===== config.mk =====
export PLATFORM = sky130hd
export DESIGN_NAME = seed_entropy_source
export DESIGN_NICKNAME = d
export VERILOG_FILES = /design/src/rtl/seed_entropy_source.sv
export SDC_FILE = /design/constraint.sdc
export NUM_CORES = 1
export LEC_CHECK = 0
export CAP_MARGIN = 30
export CORE_ASPECT_RATIO = 1.1
export CORE_MARGIN = 10
export CORE_UTILIZATION = 30
export CTS_CLUSTER_DIAMETER = 60
export DETAILED_ROUTE_END_ITERATION = 8
export HOLD_SLACK_MARGIN = 0.08
export SLEW_MARGIN = 20
export SYNTH_ARGS = -nofsm -noshare
export SYNTH_HDL_FRONTEND = slang
export SYNTH_SLANG_ARGS = --single-unit

===== constraint.sdc =====
create_clock -name clk -period 4.95 [get_ports clk]
set_input_delay 1.485 -clock clk [delete_from_list [all_inputs] [get_ports clk]]
set_output_delay 1.485 -clock clk [all_outputs]
set_load 0.005 [all_outputs]

===== src/rtl/seed_entropy_source.sv =====
// Entropy producer for the Zkr `seed` CSR: samples a raw noise bit, runs
// repetition-count and adaptive-proportion health tests, and packs 16 raw bits.
module seed_entropy_source #(
    parameter int SAMPLE_DIV  = 4,
    parameter int BIST_CYCLES = 64,
    parameter int RCT_CUTOFF  = 32,
    parameter int APT_WINDOW  = 512,
    parameter int APT_CUTOFF  = 410
) (
    input  logic        clk,
    input  logic        rst,
    input  logic        noise_i,
    input  logic        csr_rd_i,
    output logic [31:0] csr_rdata_o,
    output logic        es16_o,
    output logic        dead_o
);

    localparam int DIV_W  = (SAMPLE_DIV > 1) ? $clog2(SAMPLE_DIV) : 1;
    localparam int RUN_W  = $clog2(RCT_CUTOFF + 1);
    localparam int APT_W  = $clog2(APT_WINDOW + 1);
    localparam int BIST_W = $clog2(BIST_CYCLES + 1);
    localparam int CNT_W  = 5;

    localparam logic [DIV_W-1:0]  DIV_LAST  = DIV_W'(SAMPLE_DIV - 1);
    localparam logic [RUN_W-1:0]  RUN_CUT   = RUN_W'(RCT_CUTOFF);
    localparam logic [RUN_W-1:0]  RUN_ONE   = RUN_W'(1);
    localparam logic [APT_W-1:0]  APT_WIN   = APT_W'(APT_WINDOW);
    localparam logic [APT_W-1:0]  APT_HI    = APT_W'(APT_CUTOFF);
    localparam logic [APT_W-1:0]  APT_LO    = APT_W'(APT_WINDOW - APT_CUTOFF);
    localparam logic [BIST_W-1:0] BIST_DONE = BIST_W'(BIST_CYCLES);
    localparam logic [CNT_W-1:0]  POOL_FULL = CNT_W'(16);

    typedef enum logic [1:0] {
        ST_BIST = 2'b00,
        ST_WAIT = 2'b01,
        ST_ES16 = 2'b10,
        ST_DEAD = 2'b11
    } state_t;

    // Saturating increments: every counter holds at all-ones instead of wrapping.
    function automatic logic [RUN_W-1:0] sat_inc_run(input logic [RUN_W-1:0] v);
        return (v == '1) ? v : v + 1'b1;
    endfunction

    function automatic logic [APT_W-1:0] sat_inc_apt(input logic [APT_W-1:0] v);
        return (v == '1) ? v : v + 1'b1;
    endfunction

    function automatic logic [BIST_W-1:0] sat_inc_bist(input logic [BIST_W-1:0] v);
        return (v == '1) ? v : v + 1'b1;
    endfunction

    function automatic logic [CNT_W-1:0] sat_inc_cnt(input logic [CNT_W-1:0] v);
        return (v == '1) ? v : v + 1'b1;
    endfunction

    state_t            state_q, state_d;
    logic [DIV_W-1:0]  div_q, div_d;
    logic [RUN_W-1:0]  run_q, run_d;
    logic              last_q, last_d;
    logic [APT_W-1:0]  ones_q, ones_d;
    logic [APT_W-1:0]  win_q, win_d;
    logic [BIST_W-1:0] bist_q, bist_d;
    logic [15:0]       pool_q, pool_d;
    logic [CNT_W-1:0]  cnt_q, cnt_d;

    logic              strobe;
    logic              rct_fail;
    logic              apt_fail;
    logic              health_fail;
    logic [APT_W-1:0]  ones_n;
    logic [APT_W-1:0]  win_n;
    logic [15:0]       entropy;
    logic [1:0]        opst;

    // Sample divider; frozen once the source is dead.
    always_comb begin
        strobe = (state_q != ST_DEAD) && (div_q == DIV_LAST);
        div_d  = div_q;
        if (state_q != ST_DEAD) begin
            div_d = (div_q == DIV_LAST) ? '0 : div_q + 1'b1;
        end
    end

    // Continuous health tests evaluated on every strobe, regardless of pooling.
    always_comb begin
        run_d    = run_q;
        last_d   = last_q;
        ones_d   = ones_q;
        win_d    = win_q;
        ones_n   = ones_q;
        win_n    = win_q;
        rct_fail = 1'b0;
        apt_fail = 1'b0;
        if (strobe) begin
            last_d = noise_i;
            if ((run_q == '0) || (noise_i != last_q)) begin
                run_d = RUN_ONE;
            end else begin
                run_d = sat_inc_run(run_q);
            end
            rct_fail = (run_d >= RUN_CUT);

            ones_n = noise_i ? sat_inc_apt(ones_q) : ones_q;
            win_n  = sat_inc_apt(win_q);
            if (win_n == APT_WIN) begin
                apt_fail = (ones_n >= APT_HI) || (ones_n <= APT_LO);
                ones_d   = '0;
                win_d    = '0;
            end else begin
                ones_d = ones_n;
                win_d  = win_n;
            end
        end
        health_fail = rct_fail | apt_fail;
    end

    always_comb begin
        state_d = state_q;
        bist_d  = bist_q;
        pool_d  = pool_q;
        cnt_d   = cnt_q;
        case (state_q)
            ST_BIST: begin
                if (strobe) begin
                    if (health_fail) begin
                        state_d = ST_DEAD;
                    end else begin
                        bist_d = sat_inc_bist(bist_q);
                        if (bist_d == BIST_DONE) begin
                            state_d = ST_WAIT;
                        end
                    end
                end
            end
            ST_WAIT: begin
                if (strobe) begin
                    if (health_fail) begin
                        state_d = ST_DEAD;
                    end else begin
                        pool_d = {pool_q[14:0], noise_i};
                        cnt_d  = sat_inc_cnt(cnt_q);
                        if (cnt_d == POOL_FULL) begin
                            state_d = ST_ES16;
                        end
                    end
                end
            end
            ST_ES16: begin
                // A failure outranks the wipe; the read still sees this cycle's pool.
                if (strobe && health_fail) begin
                    state_d = ST_DEAD;
                end else if (csr_rd_i) begin
                    state_d = ST_WAIT;
                    pool_d  = '0;
                    cnt_d   = '0;
                end
            end
            default: begin
                state_d = ST_DEAD;
            end
        endcase
    end

    always_ff @(posedge clk) begin
        if (rst) begin
            state_q <= ST_BIST;
            div_q   <= '0;
            run_q   <= '0;
            last_q  <= 1'b0;
            ones_q  <= '0;
            win_q   <= '0;
            bist_q  <= '0;
            pool_q  <= '0;
            cnt_q   <= '0;
        end else begin
            state_q <= state_d;
            div_q   <= div_d;
            run_q   <= run_d;
            last_q  <= last_d;
            ones_q  <= ones_d;
            win_q   <= win_d;
            bist_q  <= bist_d;
            pool_q  <= pool_d;
            cnt_q   <= cnt_d;
        end
    end

    // Partial pools never leave the block.
    assign opst        = state_q;
    assign entropy     = (state_q == ST_ES16) ? pool_q : 16'h0000;
    assign csr_rdata_o = {opst, 6'b000000, 8'h00, entropy};
    assign es16_o      = (state_q == ST_ES16);
    assign dead_o      = (state_q == ST_DEAD);

endmodule

* Word-level counts from Yosys, hierarchy flattened
Cells that the tools add are included.
** Word-level totals
- Flip-flop bits (word level) :: 59
- Logic and storage cells :: 86
- Output and inout port bits :: 34
- Input port bits :: 4
** Cells by class
- Reduce and logical (&&, ||, !) cells :: 10
- Bitwise logic cells :: 2
- Mux-type cells :: 34
- $add $sub $neg :: 6
- Equality and inequality tests :: 22
- $lt $le $gt $ge :: 3
** Operator list (number)
- 16-bit two-way mux :: 5
- 10-bit two-way mux :: 5
- 16-bit one-hot mux with 2 select lines :: 1
- 10-bit == test (second input constant) :: 3
- 5-bit two-way mux :: 5
- 10-bit by 1-bit adder with 10-bit output (second input constant) :: 2
- 2-bit two-way mux :: 9
- 6-bit two-way mux :: 3
- 7-bit == test (second input constant) :: 2
- 2-bit != test (second input constant) :: 6
- 5-bit == test (second input constant) :: 2
- 10-bit by 9-bit >= comparator with 1-bit output (second input constant) :: 1
- 10-bit by 7-bit <= comparator with 1-bit output (second input constant) :: 1
- 5-bit one-hot mux with 2 select lines :: 1
- 5-bit AND reduction :: 2
- 7-bit by 1-bit adder with 7-bit output (second input constant) :: 1
- 7-bit two-way mux :: 1
- 6-bit by 1-bit adder with 6-bit output (second input constant) :: 1
- 2-bit == test (second input constant) :: 3
- 6-bit == test (second input constant) :: 1
- 6-bit >= comparator (second input constant) :: 1
- 6-bit logical NOT :: 1
- 3-bit != test (second input constant) :: 2
- 2-bit one-hot mux with 3 select lines :: 1
- other kinds (13) :: 17

* Depth between registers and ports, before layout
Gate-level depths: netlist of the first run.
- Depth in word-level cells :: 11
- Depth in mapped cells :: 12
- Gate-level depth less buffers :: 10

* Worst setup path after synthesis of the first run
OpenSTA, ideal clock, no wires.
- Path kind :: input to register
- Start point :: input port noise_i
- End point :: register bist_q[2]
- Path buffers :: 2
- Setup time :: 0.123 ns
- Path slack :: 1.413 ns
- Data arrival time :: 3.413 ns
- Required time :: 4.827 ns
- Cell stages on the path :: 10
- Cell sequence :: and3_1 buf_2 o2111a_1 a211oi_1 a2111oi_2 o32ai_1 and3_1 buf_4 nor4b_2 mux2_1
** On the way
- Cells in the longest elaborated chain, start to end :: 9
- Elaborated cells on any way between the ends :: 15
- Those cells by class :: 3 x order compare; 1 x eq/ne; 6 x mux; 2 x bitwise; 3 x reduce/logical
** Ends and longest elaborated chain
- start, declared :: RTL line 12 : input logic noise_i,
- 1-bit != test :: RTL line 98 : if ((run_q == '0) || (noise_i != last_q)) begin
- 1-bit logical OR :: RTL line 98
- 6-bit two-way mux :: RTL line 98
- 6-bit two-way mux :: RTL line 96 : if (strobe) begin
- 6-bit >= comparator :: RTL line 103 : rct_fail = (run_d >= RUN_CUT);
- 1-bit two-way mux :: RTL line 96
- 1-bit OR (*) :: RTL line 116 : health_fail = rct_fail | apt_fail;
- 1-bit NOT (no line) (*)
- 3-bit AND reduction (no line) (*)
- end signal, assigned :: RTL line 184 : bist_q <= bist_d;
- end, declared :: RTL line 64 : logic [BIST_W-1:0] bist_q, bist_d;
Every way passes the cells marked *; elsewhere a longest branch is shown, timed or not. The select of a mux whose other input is x is not followed.
A chain may end at the register's enable or synchronous reset.

* Final worst setup path of the first run
- Start point :: input port noise_i
- End point :: register bist_q[0]
The elaborated chain is that of the path after synthesis.

==> flow_summary.ini, run 1 <==
[grt]
grt_max_degree = 40
grt_use_total_pct = 9.87
grt_antenna_before_repair = 0
grt_pass1_wl_microns = 14700
grt_pass1_vias = 3208
grt_overflow = 0

[worst_hold_path]
holdPathStages = 2
hp-class = reg2reg
min_from = pool_q[15]$_SDFFE_PP0P_
holdPathEnd = pool_q[15]$_SDFFE_PP0P_

[clock_network]
cts_setup_buffers = 0
cts_hold_buf = 0
cts.path.max_buffers = 2
clock-sinks = 59
cts_tree = yes
cts_root_buf = clkbuf_16
insertion_delay_ps = 330
htree_levels = 3
cts_resized = 0
clk_pin_slew_ps = 60
cts_buffers = 9

[die]
die_width_microns = 126
die_y_microns = 137
pin_count = 38
core_area_sq_um = 12100
fp-row-count = 42
dieArea_sq_um = 17200
initial_utilization_pct = 30.7

[route]
avgViaCountPerCell = 5.40
wl_met2_microns = 4090
ant_nets = 0
drt_iter0_markers = 303
met3WireLength_microns = 525
vias = 3468
wire_per_inst_microns = 13.5
top_layer_used = met4
drc = 0
wl_microns = 8640
dr.pass1.iters = 5
met1_length_microns = 3890

[synthesis]
syn_area_sq_um = 3710
yosysWarnings = 0
synth_top_flop_cell = dfxtp_1
synth_cells = 474
syn_avg_cell_area_sq_um = 7.84
ys_seq_area_share_pct = 31.8
async_flop_share_pct = 0
synth-edff-count = 0
ys_ff_latch = 59
synth.distinct_cells = 64

[timing]
skew_ps = 5.46
worst-slew-pin-transition_ps = 790
hold_viol = 0
period_share_pct = 82.8
maxSlewViolCount = 0
fmax_ghz = 0.244
final-setup-viol-count = 0
rsz0062_at_grt = no
fin_tns_setup_ps = 0
fin_crit_ps = 4100
relSlewSlack_pct = 47.3

[critical_path]
start_kind = primary input
crit_chain = clkdlybuf4s50_1 -> buf_4 -> nand3_1 -> or3_1 -> a21oi_1 -> a41oi_1 -> o32ai_1 -> and3_1 -> nor2_1 -> mux2_1
r2r_end = bist_q[0]$_SDFFE_PP0P_
worst-setup-path-type = in2reg
required_ps = 5160
arrival_ps = 4310
critPathSlowestCell = clkdlybuf4s50_1
crit_fanout = 11
critPathBufInv = 2
cp_top_family = simple AND/OR/NAND/NOR gates
r2r_slack_ps = 1840
regToRegStartpoint = win_q[0]$_SDFFE_PP0P_
endpoint_kind = flip-flop
cpPeakStageDelay_ps = 510
worstRegToRegCells = 9

[final_layout]
area_growth_pct = 15.0
mostFrequentLayoutCells = dfxtp_1, nand2_1, a21oi_1
antenna_cells = 0
drive_above_1_share_pct = 6.76
fin_util_pct = 35.4
fin_nets = 494
final_common_cell = dfxtp_1

[power_and_ir_drop]
irDropWorstVdd_uv = 216
p_leak_nw = 1.53
power_density_nw_per_um2 = 272

[placement]
place.gp.congestion = 0.845
dp_hpwl_microns = 6140
io_buffers = 23

[status]
status = completed

[run]
cap_violations = 0
[worst min-delay path, stage by stage, from the launching register on]
cell and delay [ps]:
dfxtp_1 310, nand2_1 50, a21oi_1 50
[worst max path at each step]
stage	start	to	slack (ps)	depth (start not counted)
after detailed placement	noise_i	bist_q[0]$_SDFFE_PP0P_	530	10
after global placement	noise_i	bist_q[0]$_SDFFE_PP0P_	610	10
after CTS	noise_i	bist_q[0]$_SDFFE_PP0P_	860	10
after global routing	noise_i	bist_q[0]$_SDFFE_PP0P_	610	10
after floorplan	noise_i	bist_q[2]$_SDFFE_PP0P_	1410	10
final	noise_i	bist_q[0]$_SDFFE_PP0P_	850	10
[stage by stage]
| stage | power (mW) | instance area, sq um | setup WS, ps | cells | hold slack [ps] |
|---|---|---|---|---|---|
| after floorplan | 0.538 | 3760 | 1410 | 487 | 427 |
| after global placement | 0.545 | 3970 | 612 | 626 | 440 |
| after detailed placement | 0.546 | 3970 | 528 | 626 | 443 |
| after CTS | 1.18 | 4270 | 858 | 642 | 452 |
| after global routing | 1.21 | 4270 | 607 | 642 | 475 |
| final | 1.16 | 4270 | 851 | 642 | 449 |
[final cells by class]
cell class,instances,area [sq um]
Sequential cell,59,1180
Tap cell,154,193
Multi-Input combinational cell,369,2260
Timing Repair Buffer,29,275
Clock buffer,9,225
Inverter,15,56.3
Clock inverter,7,77.6
Fill cell,1266,7810
[registers in the layout, summed over array words and instances (netlist names)]
name / flops
run_q: 6
div_q: 2
opst: 2
cnt_q: 5
pool_q: 16
last_q: 1
bist_q: 7
win_q: 10
ones_q: 10
[power breakdown]
part           switching, mW  internal (mW)
Sequential           0.00459          0.480
Clock                  0.235          0.392
Combinational         0.0344         0.0173
[kinds of logic after synthesis]
| group | count (synthesis) | share of synthesized area (%) |
|---|---|---|
| muxes | 10 | 2.86 |
| other | 1 | 0.101 |
| adders and majority gates | 7 | 2.36 |
| DFF | 59 | 31.8 |
| xor gates and xnor gates | 8 | 1.89 |
| and+or+nand+nor | 212 | 31.2 |
| buffers and inverters | 59 | 8.69 |
| AOI/OAI and AO/OA | 118 | 21.1 |
[per-layer routing]
layer	GRT usage, %	vias to the layer above
li1	-	1727
met1	11.3	1622
met2	16.8	107
met3	3.21	12
met4	3.73	0
met5	0	-
[cell usage after synthesis, types with 3 or more instances]
| cell type | number | area, sq um |
|---|---|---|
| and2_1 | 18 | 113 |
| nand2_1 | 51 | 191 |
| nor2b_1 | 8 | 50.1 |
| o31ai_1 | 3 | 22.5 |
| xnor2_1 | 5 | 43.8 |
| mux2i_1 | 5 | 50.1 |
| ha_1 | 7 | 87.6 |
| nor4_1 | 6 | 37.5 |
| a211oi_1 | 3 | 22.5 |
| o221ai_1 | 3 | 26.3 |
| and3_1 | 13 | 81.3 |
| nor3b_1 | 6 | 45.0 |
| nand3_1 | 20 | 100 |
| buf_2 | 6 | 30.0 |
| o32ai_1 | 4 | 35.0 |
| o211a_1 | 3 | 30.0 |
| or3_1 | 5 | 31.3 |
| buf_4 | 17 | 128 |
| mux2_1 | 5 | 56.3 |
| nand4_1 | 7 | 43.8 |
| o22ai_1 | 3 | 18.8 |
| nor2_1 | 34 | 128 |
| a31oi_1 | 10 | 62.6 |
| a41oi_1 | 3 | 26.3 |
| o211ai_1 | 3 | 22.5 |
| a21oi_1 | 46 | 230 |
| or3b_1 | 13 | 114 |
| dfxtp_1 | 59 | 1180 |
| o21ai_0 | 12 | 60.1 |
| buf_6 | 4 | 45.0 |
| clkbuf_1 | 17 | 63.8 |
| a22o_1 | 4 | 35.0 |
| xor2_1 | 3 | 26.3 |
| inv_1 | 15 | 56.3 |
| nor3_1 | 17 | 85.1 |
(Power assumes the default switching activity.)
==> inputs of run 2 (changes only) <==
==> constraint.sdc (replaced) <==
create_clock -name clk -period 4.1 [get_ports clk]
set_input_delay 1.23 -clock clk [delete_from_list [all_inputs] [get_ports clk]]
set_output_delay 1.23 -clock clk [all_outputs]
set_load 0.005 [all_outputs]
==> run 2 against run 1 <==
  * Register-to-register slack got worse by 900 ps
  * Non-clock buffer count increased by 3
  * Highest routed layer unchanged
  * First-iteration DRC count decreased by 18%
  * Global-route usage increased by 0.19 points
  * Combinational power increased by 24%
  * Final area increased by 0.29%
  * Routed wire length increased by 4.1%
==> flow_summary.ini, run 2 (synthesized netlist as in run 1, its figures left out) <==
[die]
die_y_microns = 137
die_width_microns = 126
fp-row-count = 42
pin_count = 38
initial_utilization_pct = 30.7
dieArea_sq_um = 17200
core_area_sq_um = 12100

[route]
wl_microns = 9000
dr.pass1.iters = 5
drt_iter0_markers = 247
vias = 3429
wire_per_inst_microns = 14.0
avgViaCountPerCell = 5.32
drc = 0
ant_nets = 0

[critical_path]
cp.depth = 9
crit_fanout = 9
start_kind = primary input
regToRegStartpoint = win_q[1]$_SDFFE_PP0P_
critPathSlowestCell = clkdlybuf4s50_1
crit_chain = clkdlybuf4s50_1 -> and3_1 -> o2111a_1 -> a211oi_1 -> a2111oi_2 -> o32ai_1 -> and3_1 -> nor4b_2 -> mux2_1
cp_top_family = simple AND/OR/NAND/NOR gates
critPathMostFrequentCell = and3_1
critPathBufInv = 1
required_ps = 4320
worst-setup-path-type = in2reg
crit_end = bist_q[2]$_SDFFE_PP0P_
r2r_slack_ps = 940
r2r_end = bist_q[0]$_SDFFE_PP0P_
cpPeakStageDelay_ps = 570
worstRegToRegCells = 9
arrival_ps = 3940
endpoint_kind = flip-flop
crit_start = noise_i

[grt]
grt_antenna_before_repair = 0
grt_overflow = 0
grt_pass1_wl_microns = 14700
grt_max_degree = 40
grt_pass1_vias = 3188
grt_use_total_pct = 10.1

[power_and_ir_drop]
power_density_nw_per_um2 = 316
p_leak_nw = 1.54
irDropWorstVdd_uv = 196
total_power_mw = 1.36

[timing]
period_share_pct = 90.7
fin_crit_ps = 3720
fmax_ghz = 0.269
maxSlewViolCount = 0
worst-slew-pin-transition_ps = 818
final-setup-viol-count = 0
hold_viol = 0
rsz0062_at_grt = no
fin_tns_setup_ps = 0
relSlewSlack_pct = 45.4
skew_ps = 7.30

[clock_network]
clock-sinks = 59
cts_setup_buffers = 0
cts_tree = yes
cts_buffers = 9
cts_resized = 0
clk_pin_slew_ps = 50
cts_hold_buf = 0
insertion_delay_ps = 330
htree_levels = 3
cts_root_buf = clkbuf_16
cts.path.max_buffers = 2

[placement]
dpl_cell_area_sq_um = 4010
place.gp.congestion = 0.874
dp_hpwl_microns = 6480
io_buffers = 23

[final_layout]
top_register = pool_q
area_growth_pct = 15.4
top_regs = pool_q (16), ones_q (10), win_q (10)
final_common_cell = dfxtp_1
largest_reg_flops = 16
antenna_cells = 0
final_area_sq_um = 4290
fin_nets = 497
drive_above_1_share_pct = 6.94
mostFrequentLayoutCells = dfxtp_1, nand2_1, a21oi_1

[run]
cap_violations = 0

[status]
status = completed

[worst_hold_path]
hp-class = reg2reg
## run 2: changes by cell type in the layout (fill, tap and decap cells not counted)
cell	delta
clkinv_4	-3
clkinvlp_4	-1
buf_12	+1
clkbuf_8	+3
bufinv_16	-1
inv_6	-1
clkinv_2	+1
buf_4	+2
clkbuf_1	+1
## run 2: layout make-up
| class | count | area, sq um |
|---|---|---|
| Tap cell | 154 | 193 |
| Fill cell | 1250 | 7800 |
| Clock inverter | 2 | 10.0 |
| Timing Repair Buffer | 32 | 310 |
| Multi-Input combinational cell | 369 | 2260 |
| Sequential cell | 59 | 1180 |
| Inverter | 15 | 56.3 |
| Clock buffer | 13 | 270 |
## run 2: worst min path at each step
stage / end / start / slack (ps) / cells past startpoint
global route: pool_q[8]$_SDFFE_PP0P_ / pool_q[8]$_SDFFE_PP0P_ / 480 / 2
detailed placement: div_q[1]$_SDFFE_PP0N_ / div_q[1]$_SDFFE_PP0N_ / 450 / 2
global placement: pool_q[15]$_SDFFE_PP0P_ / pool_q[15]$_SDFFE_PP0P_ / 440 / 2
floorplan: pool_q[15]$_SDFFE_PP0P_ / pool_q[15]$_SDFFE_PP0P_ / 430 / 2
finish: pool_q[15]$_SDFFE_PP0P_ / pool_q[15]$_SDFFE_PP0P_ / 450 / 2
CTS: div_q[1]$_SDFFE_PP0N_ / div_q[1]$_SDFFE_PP0N_ / 460 / 2
## run 2: where the power goes
| part | total [mW] | switching [mW] | leakage (nW) | internal, mW |
|---|---|---|---|---|
| logic | 0.0639 | 0.0425 | 0.926 | 0.0214 |
| registers | 0.585 | 0.00542 | 0.476 | 0.580 |
| clock network | 0.706 | 0.254 | 0.141 | 0.452 |
## run 2: layer usage
layer,wire length (microns),GRT usage (%),share of wire [%]
met2,4350,17.5,48
met5,0,0,0
met3,531,3.68,5.9
met4,122,3.48,1.4
met1,4000,11.1,44
## run 2: stage by stage
stage	util (%)	setup slack, ps	hold WS [ps]	std cells
global route	35.5	218	483	644
detailed placement	33.1	65.8	451	629
CTS	35.5	366	458	644
global placement	33.1	134	440	629
floorplan	-	818	427	487
finish	35.5	382	455	644
## run 2: worst min-delay path, cell delays in order (launching register included)
cell and delay, ps:
dfxtp_1 310, nand2_1 50, a21oi_1 50
==> patch 1, RTL diff (config.mk and constraints of run 2) <==
`SAMPLE_DIV`: 4 -> 8.
--- a/src/rtl/seed_entropy_source.sv
+++ b/src/rtl/seed_entropy_source.sv
@@ -1,7 +1,7 @@
 // Entropy producer for the Zkr `seed` CSR: samples a raw noise bit, runs
 // repetition-count and adaptive-proportion health tests, and packs 16 raw bits.
 module seed_entropy_source #(
-    parameter int SAMPLE_DIV  = 4,
+    parameter int SAMPLE_DIV  = 8,
     parameter int BIST_CYCLES = 64,
     parameter int RCT_CUTOFF  = 32,
     parameter int APT_WINDOW  = 512,
Check against the original RTL: no difference found for any inputs over 10 cycles, from zero or initial values and one cycle with rst high; that may be too few to reach the edited logic, so the function may still have changed.
==> patch 1 against run 2 <==
Sequential cell count rose by 1; count of clock-buffer cells in the layout up 1; clock skew is 0.0037 ns lower; sequential power up 0.7%; sequential share of layout area up 0.87 points; area after synthesis down 2.5%; setup slack improved by 0.12 ns; routed wire length down 9.1%; final area fell by 1.4%; power decreased by 1.0%; critical endpoint is now pool_q[8]; global-route usage down 0.34 points.
==> patch 1: results (changes against run 2) <==
Outcome
  • Outcome: complete, no violations

Synthesis
  • Cells taking the most area after synthesis: sky130_fd_sc_hd__dfxtp_1 33%, sky130_fd_sc_hd__mux2i_1 6.1%, sky130_fd_sc_hd__nand2_1 5.9%, sky130_fd_sc_hd__and2_1 3.5%, sky130_fd_sc_hd__nand2b_1 3.3%
  • Multiplexer share of the synthesized area: 0.0780 (+0.0494)
  • Mapped Cells: 437 (-7.8%)
  • Most frequent cells after synthesis: 60 x sky130_fd_sc_hd__dfxtp_1, 57 x sky130_fd_sc_hd__nand2_1, 24 x sky130_fd_sc_hd__nor2_1
  • Count of unique library cells instantiated by Yosys: 66 (+3.1%)
  • Compound-gate portion of the synthesized area: 0.204 (-0.00745)
  • Sequential element share of the synthesized area: 0.331 (+0.0135)
  • Adder and majority cell fraction of the synthesized area: 0.0276 (+0.00405)

GRT
  • Global-route usage over all layers: 0.0972 (-0.00336)
  • M2 GR Usage: 0.160 (-0.0151)
  • Met1 Usage GRT: 0.116 (+0.00537)
  • Vias in the first global route: 3026 (-5.1%)
  • Wire length of the first global-routing pass: 14200 um (-2.9%)
  • Routing usage on met3: 0.0294 (-0.00740)

Place
  • Placed cell count: 600 (-4.6%)
  • Total half-perimeter wirelength after legalization and detailed placement: 5910 um (-8.7%)

Final layout
  • Number of nets in the layout: 469 (-5.6%)
  • Ratio of cells with drive above 1 in the final layout: 0.0998 (+0.0304)

Worst setup path
  • Largest driver fanout on the critical path: 10 (+1)
  • Critical Path AT: 3.84 ns (-0.10 ns)

Power and ir drop
  • Sw Share: 0.203 (-0.0205)
  • IR drop worst, VDD: 203 uV (+3.5%)
  • Leakage power of the design: 1.46 nW (-5.5%)

Detailed routing
  • Routed wire length: 8180 um (-9.1%)
  • DRT iter0 DRCs: 232 (-6.1%)
  • Routed length per instance: 13.3 um (-4.8%)
  • Vias per cell: 5.06 (-5.0%)

Timing
  • Clock Skew: 0.00356 ns (-0.00374 ns)
  • Slew HR: 0.447 (-0.00683)
## patch 1: cell count changes after synthesis, moves of 6 or more
cell and change:
sky130_fd_sc_hd__a21oi_1 -28, sky130_fd_sc_hd__inv_1 -6, sky130_fd_sc_hd__mux2i_1 +17, sky130_fd_sc_hd__nand2_1 +6
sky130_fd_sc_hd__nand2b_1 +17, sky130_fd_sc_hd__nor2_1 -10, sky130_fd_sc_hd__nor3_1 -8, sky130_fd_sc_hd__nor4_1 -6
sky130_fd_sc_hd__o21ai_0 +9, sky130_fd_sc_hd__or3b_1 -13
## patch 1: power groups by stage
| stage | clock, mW | sequential (mW) | combinational [mW] |
|---|---|---|---|
| after detailed placement | 0 | 0.601 | 0.0389 |
| after global routing | 0.762 | 0.588 | 0.0451 |
| after global placement | 0 | 0.601 | 0.0379 |
| after floorplan | 0 | 0.600 | 0.0379 |
| after CTS | 0.736 | 0.589 | 0.0391 |
| final | 0.714 | 0.589 | 0.0392 |
## patch 1: stage by stage
step                      worst slack (ns)  hold slack, ns  area (um^2)   util  power (mW)
final                                0.503           0.463         4220  0.354        1.34
after global routing                 0.343           0.487         4220  0.354        1.40
after CTS                            0.498           0.469         4220  0.354        1.36
after detailed placement             0.186           0.462         3940  0.330       0.640
after global placement               0.227           0.443         3940  0.330       0.638
after floorplan                      0.840           0.436         3670      -       0.638
## patch 1: worst paths after layout
path / startpoint / end / slack (ns) / cells past startpoint
worst max-delay path: noise_i / pool_q[8] / 0.50 / 10
worst min-delay path: div_q[2] / div_q[2] / 0.46 / 2
worst max register to register: ones_q[0] / pool_q[8] / 1.16 / 10
worst min register to register: div_q[2] / div_q[2] / 0.46 / 2
## patch 1: final cells by class
| class | instances | area share |
|---|---|---|
| clock buffer | 14 | 0.0672 |
| clock inverter | 1 | 0.00118 |
| inverter | 9 | 0.00800 |
| multi-input combinational | 345 | 0.524 |
| sequential | 60 | 0.284 |
| tap | 154 | 0.0456 |
| timing repair buffer | 32 | 0.0693 |
## patch 1: cells by family after synthesis
kind of cell	count (synthesis)
xor+xnor	9
buf+inv	45
other cells	1
mux	27
simple gates	184
flops	60
compound gates	103
fa+ha+maj	8
## patch 1: worst max-delay path, stage by stage
cell                              delay, ns
sky130_fd_sc_hd__clkdlybuf4s50_1       0.56
sky130_fd_sc_hd__and4_4                0.27
sky130_fd_sc_hd__nand3_2               0.09
sky130_fd_sc_hd__mux2i_2               0.19
sky130_fd_sc_hd__a2111oi_0             0.48
sky130_fd_sc_hd__o31a_2                0.26
sky130_fd_sc_hd__a21oi_4               0.10
sky130_fd_sc_hd__nor2_4                0.21
sky130_fd_sc_hd__buf_4                 0.24
sky130_fd_sc_hd__mux2i_1               0.22
==> patch 2, RTL diff (flow settings as in run 2) <==
Without the edit above. Register the inputs `noise_i` and `csr_rd_i` before use, with the module's reset. The logic sees them one clock later.
--- a/src/rtl/seed_entropy_source.sv
+++ b/src/rtl/seed_entropy_source.sv
@@ -38,6 +38,19 @@
         ST_DEAD = 2'b11
     } state_t;
 
+    logic noise_q;
+    logic csr_rd_q;
+
+    always_ff @(posedge clk) begin
+        if (rst) begin
+            noise_q  <= '0;
+            csr_rd_q <= '0;
+        end else begin
+            noise_q  <= noise_i;
+            csr_rd_q <= csr_rd_i;
+        end
+    end
+
     // Saturating increments: every counter holds at all-ones instead of wrapping.
     function automatic logic [RUN_W-1:0] sat_inc_run(input logic [RUN_W-1:0] v);
         return (v == '1) ? v : v + 1'b1;
@@ -94,15 +107,15 @@
         rct_fail = 1'b0;
         apt_fail = 1'b0;
         if (strobe) begin
-            last_d = noise_i;
-            if ((run_q == '0) || (noise_i != last_q)) begin
+            last_d = noise_q;
+            if ((run_q == '0) || (noise_q != last_q)) begin
                 run_d = RUN_ONE;
             end else begin
                 run_d = sat_inc_run(run_q);
             end
             rct_fail = (run_d >= RUN_CUT);
 
-            ones_n = noise_i ? sat_inc_apt(ones_q) : ones_q;
+            ones_n = noise_q ? sat_inc_apt(ones_q) : ones_q;
             win_n  = sat_inc_apt(win_q);
             if (win_n == APT_WIN) begin
                 apt_fail = (ones_n >= APT_HI) || (ones_n <= APT_LO);
@@ -139,7 +152,7 @@
                     if (health_fail) begin
                         state_d = ST_DEAD;
                     end else begin
-                        pool_d = {pool_q[14:0], noise_i};
+                        pool_d = {pool_q[14:0], noise_q};
                         cnt_d  = sat_inc_cnt(cnt_q);
                         if (cnt_d == POOL_FULL) begin
                             state_d = ST_ES16;
@@ -151,7 +164,7 @@
                 // A failure outranks the wipe; the read still sees this cycle's pool.
                 if (strobe && health_fail) begin
                     state_d = ST_DEAD;
-                end else if (csr_rd_i) begin
+                end else if (csr_rd_q) begin
                     state_d = ST_WAIT;
                     pool_d  = '0;
                     cnt_d   = '0;
Function: no difference found for any inputs over 10 cycles, from zero or initial values and one cycle with rst high; that may be too few to reach the edited logic, so the function may still have changed.
==> patch 2 against run 2 <==
Area after synthesis decreased by 2.8%; non-clock buffer count decreased by 4; combinational power decreased by 8.5%; die area decreased by 2.4%; sequential power increased by 3.8%; routed wire length decreased by 6.3%; sequential cell count increased by 2; critical path depth decreased by 5; final area decreased by 2.3%; setup slack improved by 0.028 ns; power increased by 5.6%; largest power group unchanged.
==> patch 2: results (changes against run 2) <==
Final layout
  • Sequential standard cell area: 0.00122 mm^2 (+3.4%)
  • Filler cell count in the final layout: 1205 (-3.6%)
  • Signal buffers share of area: 0.0640 (-0.00843)
  • Number of nets in the layout: 479 (-3.6%)
  • Count of multi-input gates: 349 (-5.4%)
  • Non-clock inverter count in the final layout: 19 (+4)
  • Non-Filler Cell Area, Final: 0.00419 mm^2 (-2.3%)
  • Total area of multi-input combinational cells: 0.00214 mm^2 (-5.6%)
  • Clock buffer count in the final layout: 9 (-4)

Synthesis
  • Count of unique library cells instantiated by Yosys: 67 (+4.7%)
  • Cells taking the most area after synthesis: sky130_fd_sc_hd__dfxtp_1 34%, sky130_fd_sc_hd__nand2_1 4.8%, sky130_fd_sc_hd__and2_1 3.8%, sky130_fd_sc_hd__nand3_1 3.5%, sky130_fd_sc_hd__a21oi_1 3.3%
  • Mapped Cells: 456 (-3.8%)
  • Most frequent cells after synthesis: 61 x sky130_fd_sc_hd__dfxtp_1, 46 x sky130_fd_sc_hd__nand2_1, 31 x sky130_fd_sc_hd__nor2_1
  • Sequential element share of the synthesized area: 0.338 (+0.0203)
  • Number of flip-flops and latches in the synthesized netlist: 61 (+3.4%)

Worst setup path
  • Endpoint of the worst-slack reg-to-reg timing path: cnt_q[0]
  • Largest driver fanout on the critical path: 29 (+20)
  • Critical path launch point: opst[1]
  • R2r setup slk: 0.80 ns (-0.14 ns)

Power and ir drop
  • Switching power total: 341 uW (+13%)
  • IR drop worst, VDD: 169 uV (-14%)
  • Power Density: 342 mW/mm^2 (+8.1%)

Place
  • Placed cell count: 607 (-3.5%)
  • Total half-perimeter wirelength after legalization and detailed placement: 5930 um (-8.4%)
  • Cell area after placement: 0.00388 mm^2 (-3.0%)

Detailed routing
  • Routed wire length: 8440 um (-6.3%)
  • DRT iter0 DRCs: 214 (-13%)

Timing
  • Final hold slack: 0.466 ns (+0.0106 ns)
  • Clock Skew: 0.00686 ns (-0.000438 ns)
  • Worst Max-Slew Pin Slew: 0.877 ns (+0.0594 ns)

GRT
  • Wire length of the first global-routing pass: 14700 um (+0.47%)
  • Largest net degree at the start of global routing: 36 (-10%)

Outcome
  • Outcome: complete, no violations
[patch 2: cell families (layout without fill, tap and decap cells)]
logic type                 Yosys count  after routing  share of synthesized area
AOI/OAI and AO/OA                  107            107                      0.206
xor gates and xnor gates            11             11                     0.0267
adders and majority gates            7              7                     0.0243
buffers and inverters               59             63                     0.0832
DFF                                 61             61                      0.338
muxes                               13             13                     0.0367
other                                1             14                    0.00104
and+or+nand+nor                    197            197                      0.284
[patch 2: how the worst max path moves through the flow]
stage                 endpoint  slack [ns]  cells past startpoint
5_1_grt         csr_rdata_o[3]        0.16                      4
2_1_floorplan  csr_rdata_o[10]        1.30                      6
3_3_place_gp          cnt_q[0]        0.85                     10
6_report        csr_rdata_o[7]        0.41                      4
4_1_cts         csr_rdata_o[7]        0.36                      4
3_5_place_dp    csr_rdata_o[7]        0.72                      4
[patch 2: metal layers]
metal | routed length [um] | track usage
met1 | 3900 | 0.116
met5 | 0 | 0
met4 | 146 | 0.0570
met2 | 4050 | 0.169
met3 | 336 | 0.0278
